<file path="src/rtl/uart_pkg.sv">
// uart_pkg: shared UART state encoding, parity mode constants and data width
package uart_pkg;
  localparam int DATA_BITS = 8;
  localparam logic [31:0] PAR_NONE = "NONE";
  localparam logic [31:0] PAR_EVEN = "EVEN";
  localparam logic [31:0] PAR_ODD = "ODD";
  typedef enum logic [2:0] {ST_IDLE, ST_START, ST_DATA, ST_PARITY, ST_STOP} uart_state_e;
endpackage

</file>
<file path="src/rtl/uart_tx_fifo.sv">
// uart_tx_fifo: power-of-two byte FIFO with wrap-bit pointers
module uart_tx_fifo import uart_pkg::*; #(
  parameter int DEPTH = 4
) (
  input  logic                 clk,
  input  logic                 rst_n,
  input  logic                 push,
  input  logic [DATA_BITS-1:0] push_data,
  input  logic                 pop,
  output logic [DATA_BITS-1:0] pop_data,
  output logic                 full,
  output logic                 empty
);
  localparam int AW = $clog2(DEPTH);
  logic [AW:0] wr_q, wr_d, rd_q, rd_d;
  logic [DATA_BITS-1:0] mem_q [DEPTH];
  logic do_push, do_pop;
  always_comb begin
    empty = wr_q == rd_q;
    full = (wr_q[AW] != rd_q[AW]) && (wr_q[AW-1:0] == rd_q[AW-1:0]);
    do_push = push && !full;
    do_pop = pop && !empty;
    wr_d = wr_q + {{AW{1'b0}}, do_push};
    rd_d = rd_q + {{AW{1'b0}}, do_pop};
    pop_data = mem_q[rd_q[AW-1:0]];
  end
  always_ff @(posedge clk or negedge rst_n) begin
    if (!rst_n) begin
      wr_q <= '0;
      rd_q <= '0;
    end else begin
      wr_q <= wr_d;
      rd_q <= rd_d;
    end
  end
  always_ff @(posedge clk) begin
    if (do_push) mem_q[wr_q[AW-1:0]] <= push_data;
  end
endmodule

</file>
<file path="src/rtl/uart_tx.sv">
// uart_tx: buffered UART transmitter stepping one line bit per tx_bd_en pulse
module uart_tx import uart_pkg::*; #(
  parameter logic [31:0] PARITY = PAR_NONE,
  parameter int STOP_BITS = 1,
  parameter int FIFO_DEPTH = 4
) (
  input  logic                 clk,
  input  logic                 rst_n,
  input  logic                 tx_bd_en,
  input  logic [DATA_BITS-1:0] tx_data,
  input  logic                 tx_valid,
  output logic                 tx_ready,
  output logic                 tx,
  output logic                 tx_busy
);
  localparam logic HAS_PAR = PARITY != PAR_NONE;
  localparam logic ODD = PARITY == PAR_ODD;
  uart_state_e state_q, state_d;
  logic [DATA_BITS-1:0] data_q, data_d, head;
  logic [2:0] bit_q, bit_d;
  logic stop_q, stop_d, tx_q, tx_d, pop, full, empty, last_stop;
  uart_tx_fifo #(.DEPTH(FIFO_DEPTH)) u_fifo (
    .clk(clk),
    .rst_n(rst_n),
    .push(tx_valid),
    .push_data(tx_data),
    .pop(pop),
    .pop_data(head),
    .full(full),
    .empty(empty)
  );
  always_comb begin
    state_d = state_q;
    data_d = data_q;
    bit_d = bit_q;
    stop_d = stop_q;
    tx_d = tx_q;
    pop = 1'b0;
    last_stop = int'(stop_q) == STOP_BITS - 1;
    if (tx_bd_en) begin
      case (state_q)
        ST_IDLE, ST_STOP: begin
          if (state_q == ST_IDLE || last_stop) begin
            stop_d = 1'b0;
            pop = !empty;
            data_d = empty ? data_q : head;
            tx_d = empty;
            state_d = empty ? ST_IDLE : ST_START;
          end else stop_d = 1'b1;
        end
        ST_START: begin
          tx_d = data_q[0];
          bit_d = '0;
          state_d = ST_DATA;
        end
        ST_DATA: begin
          bit_d = bit_q + 3'd1;
          tx_d = bit_q == 3'd7 ? (HAS_PAR ? (^data_q) ^ ODD : 1'b1) : data_q[bit_q + 3'd1];
          state_d = bit_q != 3'd7 ? ST_DATA : HAS_PAR ? ST_PARITY : ST_STOP;
        end
        ST_PARITY: begin
          tx_d = 1'b1;
          state_d = ST_STOP;
        end
        default: state_d = ST_IDLE;
      endcase
    end
  end
  always_ff @(posedge clk or negedge rst_n) begin
    if (!rst_n) begin
      state_q <= ST_IDLE;
      data_q <= '0;
      bit_q <= '0;
      stop_q <= 1'b0;
      tx_q <= 1'b1;
    end else begin
      state_q <= state_d;
      data_q <= data_d;
      bit_q <= bit_d;
      stop_q <= stop_d;
      tx_q <= tx_d;
    end
  end
  assign tx = tx_q;
  assign tx_ready = !full;
  assign tx_busy = state_q != ST_IDLE || !empty;
endmodule
</file>
<file path="config.mk">
export PLATFORM = sky130hd
export DESIGN_NAME = uart_tx
export DESIGN_NICKNAME = d
export VERILOG_FILES = /design/src/rtl/uart_pkg.sv /design/src/rtl/uart_tx_fifo.sv /design/src/rtl/uart_tx.sv
export SDC_FILE = /design/constraint.sdc
export NUM_CORES = 1
export LEC_CHECK = 0
export CORE_AREA = 3 3 77 86
export DETAILED_ROUTE_END_ITERATION = 10
export DIE_AREA = 0 0 80 89
export GPL_ROUTABILITY_DRIVEN = 0
export GPL_TIMING_DRIVEN = 0
export PLACE_DENSITY = 0.62
export RECOVER_POWER = 100
export SYNTH_ARGS = -nofsm -noshare
export SYNTH_HDL_FRONTEND = slang
export SYNTH_SLANG_ARGS = --single-unit
</file>
<file path="constraint.sdc">
create_clock -name clk -period 5.45 [get_ports clk]
set_input_delay 1.3625 -clock clk [delete_from_list [all_inputs] [get_ports clk]]
set_output_delay 1.3625 -clock clk [all_outputs]
set_load 0.005 [all_outputs]
</file>
==> results of run 1 <==
-- worst paths after layout --
| kind | startpoint | endpoint | slack (ns) |
|---|---|---|---|
| hold / removal | tx$_DFFE_PN1P_ | tx$_DFFE_PN1P_ | 0.48 |
| setup / recovery | state_q[1]$_DFFE_PN0P_ | tx_busy | 2.19 |
| hold reg to reg | tx$_DFFE_PN1P_ | tx$_DFFE_PN1P_ | 0.48 |
| min in group asynchronous | rst_n | state_q[1]$_DFFE_PN0P_ | 1.67 |
| setup reg to reg | u_fifo.rd_q[1]$_DFF_PN0_ | u_fifo.mem_q[2][2]$_DFFE_PP_ | 3.06 |
| max in group asynchronous | rst_n | u_fifo.wr_q[1]$_DFF_PN0_ | 3.17 |
-- logic make-up after synthesis --
| kind of cell | Yosys count | share of synthesized area [%] |
|---|---|---|
| mux | 19 | 15.3 |
| fa+ha+maj | 6 | 3.20 |
| buf+inv | 9 | 3.04 |
| compound gates | 17 | 5.33 |
| xor+xnor | 5 | 2.18 |
| simple gates | 28 | 6.50 |
| flops | 54 | 64.4 |
-- critical path, stage by stage, from the launching register on --
cell	delay (ns)
dfrtp_1	0.42
clkbuf_1	0.23
nor3_1	0.26
nand4_1	0.11
dlygate4sd3_1	0.59
-- state kept, by name, summed over array words and instances, names as in the netlist --
name and count:
bit_q 3, data_q 8, state_q 3, stop_q 1, tx 1, u_fifo.mem_q 32, u_fifo.rd_q 3, u_fifo.wr_q 3
-- cell type report --
type                    instances  share of cell area, %
flip-flops and latches         54                   57.1
multi-input cells              75                   28.0
repair buffers                 13                   4.91
well taps                      77                   3.64
clock buffers                   5                   2.60
clock inverters                 3                   1.70
plain buffers                   6                   1.65
inverters                       3                  0.425
-- per-layer routing --
metal / track usage [%] / part of all wire, % / vias to the layer above
met5: 0 / 0 / -
met4: 3.23 / 0.66 / 0
met3: 3.23 / 3.7 / 2
met2: 19.9 / 53 / 19
met1: 13.0 / 43 / 606
li1: - / - / 569
-- synthesized netlist by cell type --
| library cell | instances |
|---|---|
| dfrtp_1 | 21 |
| nor3b_1 | 4 |
| mux4_2 | 2 |
| a22o_1 | 3 |
| mux2_2 | 8 |
| clkdlybuf4s15_1 | 1 |
| xnor2_1 | 2 |
| ha_1 | 6 |
| xnor2_2 | 1 |
| nor2b_1 | 2 |
| buf_12 | 1 |
| o31ai_1 | 2 |
| buf_6 | 2 |
| mux4_1 | 8 |
| inv_1 | 3 |
| nand4_1 | 1 |
| xor2_1 | 2 |
| o2bb2ai_1 | 1 |
| nor3_1 | 2 |
| or2_2 | 1 |
| mux2_4 | 1 |
| nand2_1 | 13 |
| a21o_1 | 1 |
| and3_1 | 1 |
| o21ai_0 | 7 |
| nand3_4 | 1 |
| nor2_1 | 2 |
| a32o_1 | 1 |
| a21boi_0 | 1 |
| clkbuf_1 | 2 |
| edfxtp_1 | 32 |
| a311oi_2 | 1 |
| nand3b_1 | 1 |
| dfstp_2 | 1 |
-- power by group through the flow --
stage	Sequential, mW	Combinational (mW)	Clock [mW]
2_1_floorplan	0.638	0.399	0
4_1_cts	0.652	0.522	0.273
6_report	0.649	0.483	0.266
3_5_place_dp	0.661	0.520	0
3_3_place_gp	0.653	0.504	0
5_1_grt	0.663	0.544	0.290
-- through the flow --
stage | hold slack [ns] | instances | worst slack [ns] | area [µm²]
floorplan | 0.462 | 138 | 2.93 | 2350
global placement | 0.475 | 228 | 2.02 | 2570
detailed placement | 0.477 | 228 | 1.95 | 2570
CTS | 0.492 | 236 | 2.26 | 2690
global route | 0.501 | 236 | 2.00 | 2650
finish | 0.483 | 236 | 2.19 | 2650
==> metrics, run 1 <==
status completed; sequential share of the synthesized area 64.4%; row count 29; Lkg Pwr 1.00 nW; drt initial violations 32; NetSw 0.425 mW; Hold Vio Cnt, Final 0; synth top area cells edfxtp_1 (41%), dfrtp_1 (22%), mux4_1 (9.0%), mux2_2 (3.8%), ha_1 (3.2%); number of global-route vias before repair 1,243; Setup Buffers After CTS 0; Yosys Warn Count 0; Antenna Nets Post-Route 0; average wire per standard cell 14.9 µm; nets 176; Post-Route WL 3510 µm; Vias per Instance 5.07; I/O Buffers 13; cells after synthesis 138; CP startpoint kind flip-flop; Worst Path Arrival 1.90 ns; Synth-to-Final Area Change 12.8%; area of the multi-input gates 742 µm²; io pins 15; setup violators final 0; number of fill cells in the layout 516; Synth Register Bits 54; Comb power frac 34.5%; Net Sw Frac 30.4%; clk_lat worst skew 0.30 ns; Post-CTS Resized 0; Synth Cell Area 2350 µm²; Clock power frac 19.0%; Worst slew margin 12.7%; fin crit share 59.9%; first-pass GRT wire length 5910 µm; Worst Tran Pin Value 1.31 ns; internal power 0.973 mW; CTS Hold Bufs 0; Peak VDD IR 0.208 mV; PD cells 527 nW/µm²; DRT Pass-1 Iters 4; Min Clock Period, post-route 3.26 ns; Max-Cap Viols 0; layout cells sized above 1 14.5%; clock sink total 54; sequential share of power 46.5%; number of remaining DRC errors 0; GRT Util Overall 11.1%; starting density of the core 40.5%; commonest non-fill, non-tap cell in the layout edfxtp_1; initial antenna violation count 0; Max clock buf depth 2; Worst Path Required 4.09 ns; largest net degree at the start of global routing 23; final core occ 45.6%; clock skew 0.00754 ns; GR Overflow Total 0; hold path cells 2; Syn Nets 156; CTS Root Cell clkbuf_8; Core Box Area 5810 µm²; Synth area leader edfxtp_1; setup TNS 0 ns; Hold WC Path Type reg -> reg; total CTS buffers 5; Reg2Reg Depth 5; Fmax 307 MHz; Die ar. 7120 µm²; TritonCTS clock tree done; Vias 1,196; Avg Synthesized Cell Area 17.0 µm²; Die Ht 89 µm; Crit. End Element primary output; Inserted Diodes 0; RSZ-0062 raised after global routing false; top cell type's share of synthesized area 40.9%; commonest non-fill, non-tap cells in the layout edfxtp_1 (32), dfrtp_1 (21), nand2_1 (13), dlygate4sd3_1 (13); kind of critical path reg -> out; post-DP HPWL 2460 µm; Slew Limit Fails 0; CTS clk-pin slew, worst paths 0.10 ns; Cell variety after synth 34; die width 80 µm; total power 1.40 mW; htree depth 2; worst-path maximum fanout 10; Storage cell area 1510 µm²
No activity file was read; power rests on OpenSTA's default activity.
==> inputs of run 2 (changes only) <==
PLACE_DENSITY = 0.64   (was 0.62)
clock period = 2.65 ns   (was 5.45 ns; I/O delays follow)
==> run 2 against run 1 <==
Compared with the run above: critical endpoint unchanged; largest power group unchanged; flip-flop and latch count is the same; largest cell class unchanged; sequential power increased by 110%; register-to-register slack got worse by 2.7 ns; highest routed layer unchanged.
==> metrics, run 2 (synthesis results as in run 1) <==
number of remaining DRC errors 0; commonest non-fill, non-tap cells in the layout edfxtp_1 (32), dfrtp_1 (21), nand2_1 (13), dlygate4sd3_1 (10); Min Clock Period, post-route 2.47 ns; internal power 1.92 mW; largest net degree at the start of global routing 23; I/O Buffers 13; TritonCTS clock tree done; Net Sw Frac 31.9%; Die Ht 89 µm; drt initial violations 51; Hold WC Path Type reg -> reg; clk_lat worst skew 0.31 ns; CTS Root Cell clkbuf_8; HP Start tx$_DFFE_PN1P_; Worst Path Required 1.99 ns; fin crit share 93.2%; Comb power frac 36.1%; number of global-route vias before repair 1,215; clock sink total 54; final cell count without fillers 236; Post-CTS Resized 0; Worst Path Arrival 1.81 ns; post-placement cell count 228; Hold WS 0.482 ns; htree depth 2; PD cells 1060 nW/µm²; CTS Hold Bufs 0; total power 2.82 mW; sequential share of power 47.4%; status completed; CP bufs+invs 2; total CTS buffers 5; post-DP HPWL 2480 µm; Antenna Nets Post-Route 0; Die ar. 7120 µm²; layout cells sized above 1 16.4%; Reg2Reg Depth 5; Clock power frac 16.5%; setup TNS 0 ns; Vias 1,203; Max stage delay on crit path 0.51 ns; RSZ-0062 raised after global routing false; Max clock buf depth 2; GRT Util Overall 11.4%; Lkg Pwr 1.02 nW; GR Overflow Total 0; Vias per Instance 5.10; row count 29; Synth-to-Final Area Change 13.1%; Worst Tran Pin Value 1.21 ns; nets 176; first-pass GRT wire length 6060 µm; Worst Hold End tx$_DFFE_PN1P_; starting density of the core 40.5%; die width 80 µm; Setup Buffers After CTS 0; Max-Cap Viols 0; commonest non-fill, non-tap cell in the layout edfxtp_1; Post-Place Cell Area 2570 µm²; clock skew 0.00418 ns; setup violators final 0; NetSw 0.900 mW; flop2flop setup slack 0.32 ns; worst-path maximum fanout 10; Post-Route WL 3570 µm; initial antenna violation count 0; CTS clk-pin slew, worst paths 0.10 ns; slowest cell on the critical path clkdlybuf4s50_1; Crit. End Element primary output; Inserted Diodes 0; design area 2660 µm²; io pins 15; Critical R2R Launch u_fifo.rd_q[0]$_DFF_PN0_; hold path cells 2; Hold Vio Cnt, Final 0; Top delay family on crit path buffers and inverters; crit-path cells clkbuf_1, nor3_1, nand4_1, clkdlybuf4s50_1; Peak VDD IR 0.531 mV; DRT Pass-1 Iters 4; Fmax 405 MHz; average wire per standard cell 15.1 µm; Slew Limit Fails 0; Core Box Area 5810 µm²; Critical R2R Capture u_fifo.mem_q[0][4]$_DFFE_PP_; CP startpoint kind flip-flop; number of flip-flops in the largest register 32; kind of critical path reg -> out; Worst slew margin 18.7%
## run 2: cell types whose count changed in the layout (fill, tap and decap cells not counted), moves of 2 or more
cell / before / now
clkdlybuf4s50_1: 0 / 3
dlygate4sd3_1: 13 / 10
nor3b_1: 4 / 2
nor3b_2: 0 / 2
## run 2: layout make-up
cell class | count | area [µm²]
Timing Repair Buffer | 13 | 130
Clock buffer | 5 | 68.8
Fill cell | 519 | 3150
Buffer | 6 | 60.1
Multi-Input combinational cell | 75 | 752
Tap cell | 77 | 96.3
Clock inverter | 3 | 25.0
Sequential cell | 54 | 1510
Inverter | 3 | 11.3
## run 2: tightest hold or removal path, cell delays in order (launching register included)
cell and delay [ns]:
dfstp_2 0.38, nand2_1 0.05, o31ai_1 0.06
## run 2: worst max-delay path by stage
| stage | startpoint | end | depth (start not counted) |
|---|---|---|---|
| finish | state_q[0]$_DFFE_PN0P_ | tx_busy | 4 |
| global route | state_q[0]$_DFFE_PN0P_ | tx_busy | 4 |
| CTS | u_fifo.rd_q[2]$_DFF_PN0_ | u_fifo.mem_q[2][3]$_DFFE_PP_ | 4 |
| detailed placement | tx_valid | u_fifo.mem_q[2][6]$_DFFE_PP_ | 3 |
| global placement | tx_valid | u_fifo.mem_q[1][6]$_DFFE_PP_ | 3 |
| floorplan | u_fifo.rd_q[2]$_DFF_PN0_ | u_fifo.mem_q[1][0]$_DFFE_PP_ | 4 |
## run 2: power groups by stage
stage | registers (mW) | clock network, mW | logic [mW]
floorplan | 1.31 | 0 | 0.820
global placement | 1.35 | 0 | 1.04
detailed placement | 1.36 | 0 | 1.07
CTS | 1.34 | 0.486 | 1.08
global route | 1.37 | 0.524 | 1.14
finish | 1.34 | 0.467 | 1.02
## run 2: through the flow
| stage | util [%] | worst slack, ns |
|---|---|---|
| finish | 45.8 | 0.181 |
| global route | 45.8 | 0.0267 |
| CTS | 46.0 | 0.0158 |
| detailed placement | 44.4 | -0.183 |
| global placement | 44.4 | -0.113 |
| floorplan | - | 0.675 |
## run 2: layer usage
| layer | up-vias | wire length [µm] | share of wire [%] | GRT usage [%] |
|---|---|---|---|---|
| met4 | 0 | 57 | 1.6 | 4.61 |
| met1 | 603 | 1540 | 43 | 14.1 |
| met3 | 8 | 160 | 4.5 | 3.53 |
| met2 | 18 | 1810 | 51 | 18.7 |
| met5 | - | 0 | 0 | 0 |
| li1 | 574 | - | - | - |
==> inputs of run 3 (changes only) <==
CORE_AREA = 2 2 76 85   (was 3 3 77 86)
DIE_AREA = 0 0 78 87   (was 0 0 80 89)
==> run 3 against run 2 <==
Compared with the run above: routed wire length is 3.9% higher; largest power group unchanged; largest cell class unchanged; highest routed layer unchanged; clock skew is 0.0025 ns higher; sequential share of layout area is 0.40 points lower; critical endpoint unchanged; critical path type unchanged.
==> metrics, run 3 (synthesis results as in run 1) <==
status completed; setup TNS 0 ns; Clock power frac 18.6%; Inserted Diodes 0; RSZ-0062 raised after global routing false; number of fill cells in the layout 560; Slew Limit Fails 0; die width 78 µm; Critical R2R Launch u_fifo.rd_q[1]$_DFF_PN0_; TritonCTS clock tree done; GRT Util Overall 11.9%; largest net degree at the start of global routing 23; Peak VDD IR 0.504 mV; Setup Buffers After CTS 0; setup violators final 0; nets 177; Hold Vio Cnt, Final 0; flop2flop setup slack 0.24 ns; Post-CTS Resized 0; first-pass GRT wire length 6160 µm; Net Sw Frac 30.7%; PD cells 1090 nW/µm²; commonest non-fill, non-tap cells in the layout edfxtp_1 (32), dfrtp_1 (21), nand2_1 (13), dlygate4sd3_1 (10); clock sink total 54; total CTS buffers 5; design area 2680 µm²; crit-path cells clkdlybuf4s25_1, nor3_1, nand4_1, clkdlybuf4s50_1; clock skew 0.00664 ns; worst slack, placed -0.125 ns; Worst Path Required 1.99 ns; Worst Path Arrival 1.83 ns; total power 2.91 mW; commonest non-fill, non-tap cell in the layout edfxtp_1; Worst slew margin 9.74%; internal power 2.01 mW; Post-Place Cell Area 2590 µm²; CTS Root Cell clkbuf_8; Reg2Reg Depth 5; Max stage delay on crit path 0.46 ns; Worst Tran Pin Value 1.34 ns; Worst Hold End tx$_DFFE_PN1P_; Comb power frac 35.4%; fin crit share 93.9%; post-DP HPWL 2570 µm; Min Clock Period, post-route 2.49 ns; Fmax 402 MHz; slowest cell on the critical path clkdlybuf4s50_1; clk_lat worst skew 0.30 ns; starting density of the core 39.1%; sequential share of power 46.0%; CTS Hold Bufs 0; Synth-to-Final Area Change 13.9%; Vias per Instance 4.94; drt initial violations 54; number of remaining DRC errors 0; Die ar. 6790 µm²; initial antenna violation count 0; hold path cells 2; number of flip-flops in the largest register 32; kind of critical path reg -> out; Max-Cap Viols 0; row count 30; CTS clk-pin slew, worst paths 0.10 ns; Crit. End Element primary output; average wire per standard cell 15.5 µm; Worst Setup Slack, final 0.162 ns; htree depth 2; worst-path maximum fanout 9; io pins 15; number of global-route vias before repair 1,235; Core Box Area 6010 µm²; NetSw 0.893 mW; Antenna Nets Post-Route 0; I/O Buffers 13; Lkg Pwr 1.02 nW; CP startpoint kind flip-flop; layout cells sized above 1 15.0%; Die Ht 87 µm; Hold WC Path Type reg -> reg; Max clock buf depth 2; Post-Route WL 3710 µm; Critical R2R Capture u_fifo.mem_q[0][5]$_DFFE_PP_; HP Start tx$_DFFE_PN1P_; Vias 1,185; DRT Pass-1 Iters 4; GR Overflow Total 0
## run 3: cell count changes in the layout (fill, tap and decap cells not counted), sizes merged
| cell | previous run | this run |
|---|---|---|
| clkdlybuf4s25 | 0 | 1 |
| inv | 4 | 3 |
| clkdlybuf4s15 | 1 | 0 |
| clkinv | 1 | 0 |
| clkbuf | 7 | 9 |
| bufinv | 0 | 1 |
## run 3: layout make-up
| type | instances | area, µm² | area share (%) |
|---|---|---|---|
| multi-input combinational | 75 | 747 | 27.9 |
| sequential | 54 | 1510 | 56.5 |
| buffer | 6 | 60.1 | 2.25 |
| timing repair buffer | 14 | 134 | 5.00 |
| clock inverter | 2 | 37.5 | 1.40 |
| clock buffer | 6 | 72.6 | 2.71 |
| tap | 80 | 100 | 3.74 |
| inverter | 3 | 11.3 | 0.421 |
## run 3: critical path, delay by kind of cell, from the launching register on
family        cells  cell delay [ns]
buf+inv           2             0.83
flops             1             0.38
simple gates      2             0.31
## run 3: worst max path at each step
| stage | start | to | slack [ns] | cells after the start |
|---|---|---|---|---|
| final | state_q[2]$_DFFE_PN0P_ | tx_busy | 0.16 | 4 |
| after global placement | tx_valid | u_fifo.mem_q[2][6]$_DFFE_PP_ | -0.14 | 3 |
| after detailed placement | tx_valid | u_fifo.mem_q[1][6]$_DFFE_PP_ | -0.12 | 3 |
| after floorplan | u_fifo.rd_q[2]$_DFF_PN0_ | u_fifo.mem_q[1][0]$_DFFE_PP_ | 0.68 | 4 |
| after global routing | state_q[2]$_DFFE_PN0P_ | tx_busy | 0.05 | 4 |
| after CTS | u_fifo.rd_q[1]$_DFF_PN0_ | u_fifo.mem_q[1][5]$_DFFE_PP_ | 0.11 | 5 |
## run 3: power by group through the flow
stage          registers (mW)  clock network (mW)  logic [mW]
2_1_floorplan            1.31                   0       0.820
3_3_place_gp             1.34                   0        1.03
3_5_place_dp             1.36                   0        1.09
4_1_cts                  1.34               0.551        1.09
5_1_grt                  1.37               0.592        1.13
6_report                 1.34               0.540        1.03
## run 3: routing by layer
layer | wire length [µm] | GRT usage, %
met3 | 114 | 3.01
met2 | 2010 | 21.6
met1 | 1530 | 14.0
met4 | 60 | 3.83
met5 | 0 | 0
## run 3: per-stage QoR
| stage | hold WS (ns) | utilization (%) | instances |
|---|---|---|---|
| 6_report | 0.486 | 44.5 | 240 |
| 5_1_grt | 0.495 | 44.5 | 240 |
| 4_1_cts | 0.487 | 44.9 | 240 |
| 3_5_place_dp | 0.473 | 43.1 | 232 |
| 3_3_place_gp | 0.474 | 42.9 | 231 |
| 2_1_floorplan | 0.367 | - | 138 |
==> patch 1, RTL diff (config.mk and constraints of run 2) <==
Register the output `tx` once more, without a reset; this adds one clock of latency there. The other outputs are not delayed to match.
--- a/src/rtl/uart_tx.sv
+++ b/src/rtl/uart_tx.sv
@@ -81,7 +81,9 @@
       tx_q <= tx_d;
     end
   end
-  assign tx = tx_q;
+  always_ff @(posedge clk) begin
+    tx <= tx_q;
+  end
   assign tx_ready = !full;
   assign tx_busy = state_q != ST_IDLE || !empty;
 endmodule
Function: changed (Yosys sat finds a counterexample within 4 cycles, from zero or initial values and one cycle with rst_n low).
==> patch 1 against run 2 <==
Sequential cell count is 1 higher. Critical path type unchanged. Register-to-register slack worse by 0.07 ns. Global-route usage fell by 0.19 points. Final cell count is 0.85% higher. Largest cell class unchanged. Largest power group unchanged. Setup slack got worse by 0.022 ns. Highest routed layer unchanged. Critical endpoint is now tx_ready. Power fell by 0.46%. Wire length fell by 0.90%. Area after synthesis rose by 0.85%. Final area up 0.33%.
==> patch 1: results (changes against run 2) <==
[cells_and_area]
multi_input_area_share_pct=27.8  ; was 28.3%
seq_share_pct=57.5  ; was 56.9%
clock_area_share_pct=3.33  ; was 3.53%
seq_cells=55  ; was 54
final.fill_count=537  ; was 519
signal_buffer_area_fraction_pct=7.28  ; was 7.16%
nets=178  ; was 176
drive_above_1_share_pct=14.3  ; was 16.4%
multi_input_area_um2=742  ; was 752 um^2
buffers_excl_clock=20  ; was 19
n_clock_buffer=5  ; unchanged

[global_routing]
grt.total_usage_pct=11.2  ; was 11.4%
grt_use_met1_pct=13.2  ; was 14.1%
grt_start_max_net_pins=23  ; unchanged
grt_pass1_vias=1248  ; was 1,215
grt_pass1_wl_um=5950  ; was 6060 um
grt.met2_usage_pct=19.7  ; was 18.7%
grtUsageMet3_pct=3.53  ; unchanged

[place]
postPlaceCellArea_um2=2590  ; was 2570 um^2
dp_hpwl_um=2530  ; was 2480 um

[routing]
routed_wl_um=3540  ; was 3570 um
drt-initial-drc-count=30  ; was 51
drtPass1Iterations=4  ; unchanged

[logic_synthesis]
synth.top_cell.area_share_pct=40.6  ; was 40.9%
synthArstFlopShare_pct=40.0  ; was 40.7%
synth_cell_type_count=35  ; was 34
yosysSeqAreaShare_pct=64.7  ; was 64.4%
mappedNetlistNets=157  ; was 156

[clock_network]
clk_path_buf_depth=2  ; unchanged

[worst_setup_path]
cp_max_fo=9  ; was 10
arrival_ns=1.83  ; was 1.81 ns

[outcome]
outcome=finished, final reports clean  ; unchanged

[power]
p_leak_nw=1.02  ; about the same
vdd_drop_max_uv=532  ; was 531 uV

[timing]
clock_skew_ns=0.00512  ; was 0.00418 ns

[patch 1: cells by family after synthesis]
| group | synth area share, % |
|---|---|
| buffers and inverters | 3.01 |
| xor gates and xnor gates | 2.17 |
| and+or+nand+nor | 6.45 |
| muxes | 15.2 |
| adders and majority gates | 3.17 |
| AOI/OAI and AO/OA | 5.28 |
| DFF | 64.7 |
[patch 1: metal layers]
layer	vias to the layer above	part of all wire [%]
li1	576	-
met1	613	43
met2	16	53
met3	4	3.5
met4	0	0.85
met5	-	0
[patch 1: where the power goes]
group / internal, mW / total [mW] / switching (mW)
logic: 0.540 / 1.00 / 0.462
clock network: 0.185 / 0.447 / 0.262
registers: 1.21 / 1.36 / 0.154
total: 1.93 / 2.81 / 0.878
[patch 1: path summary, 6_finish.rpt]
kind                                               start                           end  slack, ns  cells past startpoint
worst max-delay path            u_fifo.rd_q[1]$_DFF_PN0_                      tx_ready       0.16                      4
worst min-delay path                    tx_q$_DFFE_PN1P_                    tx$_DFF_P_       0.41                      0
worst max register to register  u_fifo.rd_q[1]$_DFF_PN0_  u_fifo.mem_q[1][3]$_DFFE_PP_       0.25                      5
worst min register to register          tx_q$_DFFE_PN1P_                    tx$_DFF_P_       0.41                      0
max in group asynchronous                          rst_n      u_fifo.wr_q[1]$_DFF_PN0_       1.07                      1
min in group asynchronous                          rst_n            stop_q$_DFFE_PN0P_       0.98                      1
[patch 1: per-stage QoR]
step                setup WS, ns  std cells
floorplan                  0.675        139
global placement         -0.0804        229
detailed placement        -0.125        229
CTS                        0.104        237
global route              0.0418        238
finish                     0.159        238
[patch 1: worst max-delay path: stages, from the launching register on]
cell           delay [ns]
dfrtp_1              0.41
buf_6                0.15
xnor2_1              0.23
nand3b_1             0.14
dlygate4sd3_1        0.60
==> patch 2, RTL diff (flow settings as in run 2) <==
Without the edit above. Change the parameter `FIFO_DEPTH` from 4 to 2.
--- a/src/rtl/uart_tx.sv
+++ b/src/rtl/uart_tx.sv
@@ -2,7 +2,7 @@
 module uart_tx import uart_pkg::*; #(
   parameter logic [31:0] PARITY = PAR_NONE,
   parameter int STOP_BITS = 1,
-  parameter int FIFO_DEPTH = 4
+  parameter int FIFO_DEPTH = 2
 ) (
   input  logic                 clk,
   input  logic                 rst_n,
Behaviour: not the same (a bounded check fails within 4 cycles, from zero or initial values and one cycle with rst_n low).
==> patch 2 against run 2 <==
Power decreased by 21%. Final area decreased by 27%. Setup slack got worse by 0.022 ns. Area after synthesis decreased by 33%. Synthesized cell count decreased by 9.4%. Clock skew increased by 0.0011 ns. Wire length decreased by 23%. Sequential cell count decreased by 18. Critical path type unchanged. Largest cell class unchanged.
==> patch 2: results (changes against run 2) <==
[outcome]
outcome=finished, final reports clean  ; unchanged

[place]
dp_hpwl_um=1840  ; was 2480 um
numPortBuffers=14  ; was 13
postPlaceCellArea_um2=1820  ; was 2570 um^2

[routing]
via_per_inst=4.47  ; was 5.10
drt-initial-drc-count=69  ; was 51
met1_length_um=1230  ; was 1540 um

[logic_synthesis]
synth_ff_type=dfrtp_1  ; was edfxtp_1
synthTopCellsByCount=nand2_1, dfrtp_1, edfxtp_1  ; was edfxtp_1, dfrtp_1, nand2_1
synth_edf_count=16  ; was 32

[global_routing]
grt_pass1_vias=1016  ; was 1,215
grt.met2_usage_pct=14.2  ; was 18.7%
grtUsageMet3_pct=3.33  ; was 3.53%
grt_start_max_net_pins=21  ; was 23
grt_use_met1_pct=10.9  ; was 14.1%
grt.total_usage_pct=8.97  ; was 11.4%

[power]
vdd_drop_max_uv=390  ; was 531 uV

[clock_network]
clkSlewWorstSetupHoldPaths_ns=0.08  ; was 0.10 ns
insertion_delay_ns=0.29  ; was 0.31 ns
cts_resized=2  ; was 0

[cells_and_area]
nets=163  ; was 176
largest_register_ffs=16  ; was 32
final.fill_count=603  ; was 519

[hold_path]
hold_path_startpoint=data_q[2]$_DFFE_PN0P_  ; was tx$_DFFE_PN1P_

[worst_setup_path]
r2r_slack_ns=0.42  ; was 0.32 ns
rr_endpoint=u_fifo.rd_q[1]$_DFF_PN0_  ; was u_fifo.mem_q[0][4]$_DFFE_PP_
critical_path.slowest_cell=or4_1  ; was clkdlybuf4s50_1

[timing]
tightest_slew_ns=0.909  ; was 1.21 ns

-- patch 2: area by class of cell --
type                    instances  area, um^2  area share, %
flip-flops and latches         36         982           50.7
multi-input cells              78         549           28.4
repair buffers                 14         139           7.18
well taps                      77        96.3           4.98
clock buffers                   5        68.8           3.56
clock inverters                 3        46.3           2.39
plain buffers                   6        35.0           1.81
inverters                       5        18.8          0.970
-- patch 2: power groups by stage --
stage	logic, mW	clock network (mW)	registers (mW)
after CTS	0.860	0.510	0.927
final	0.825	0.495	0.923
after global routing	0.938	0.539	0.950
after floorplan	0.613	0	0.906
after global placement	0.825	0	0.924
after detailed placement	0.850	0	0.932
-- patch 2: tightest hold or removal path, cell delays in order (launching register included) --
cell     delay (ns)
dfrtp_1        0.35
nand2_1        0.05
o21ai_0        0.06
-- patch 2: kinds of logic after synthesis --
group	after synthesis	share of synthesized area (%)
simple gates	30	8.47
compound gates	27	11.3
xor+xnor	5	2.77
mux	11	7.75
buf+inv	11	3.64
fa+ha+maj	5	3.96
flops	36	62.1
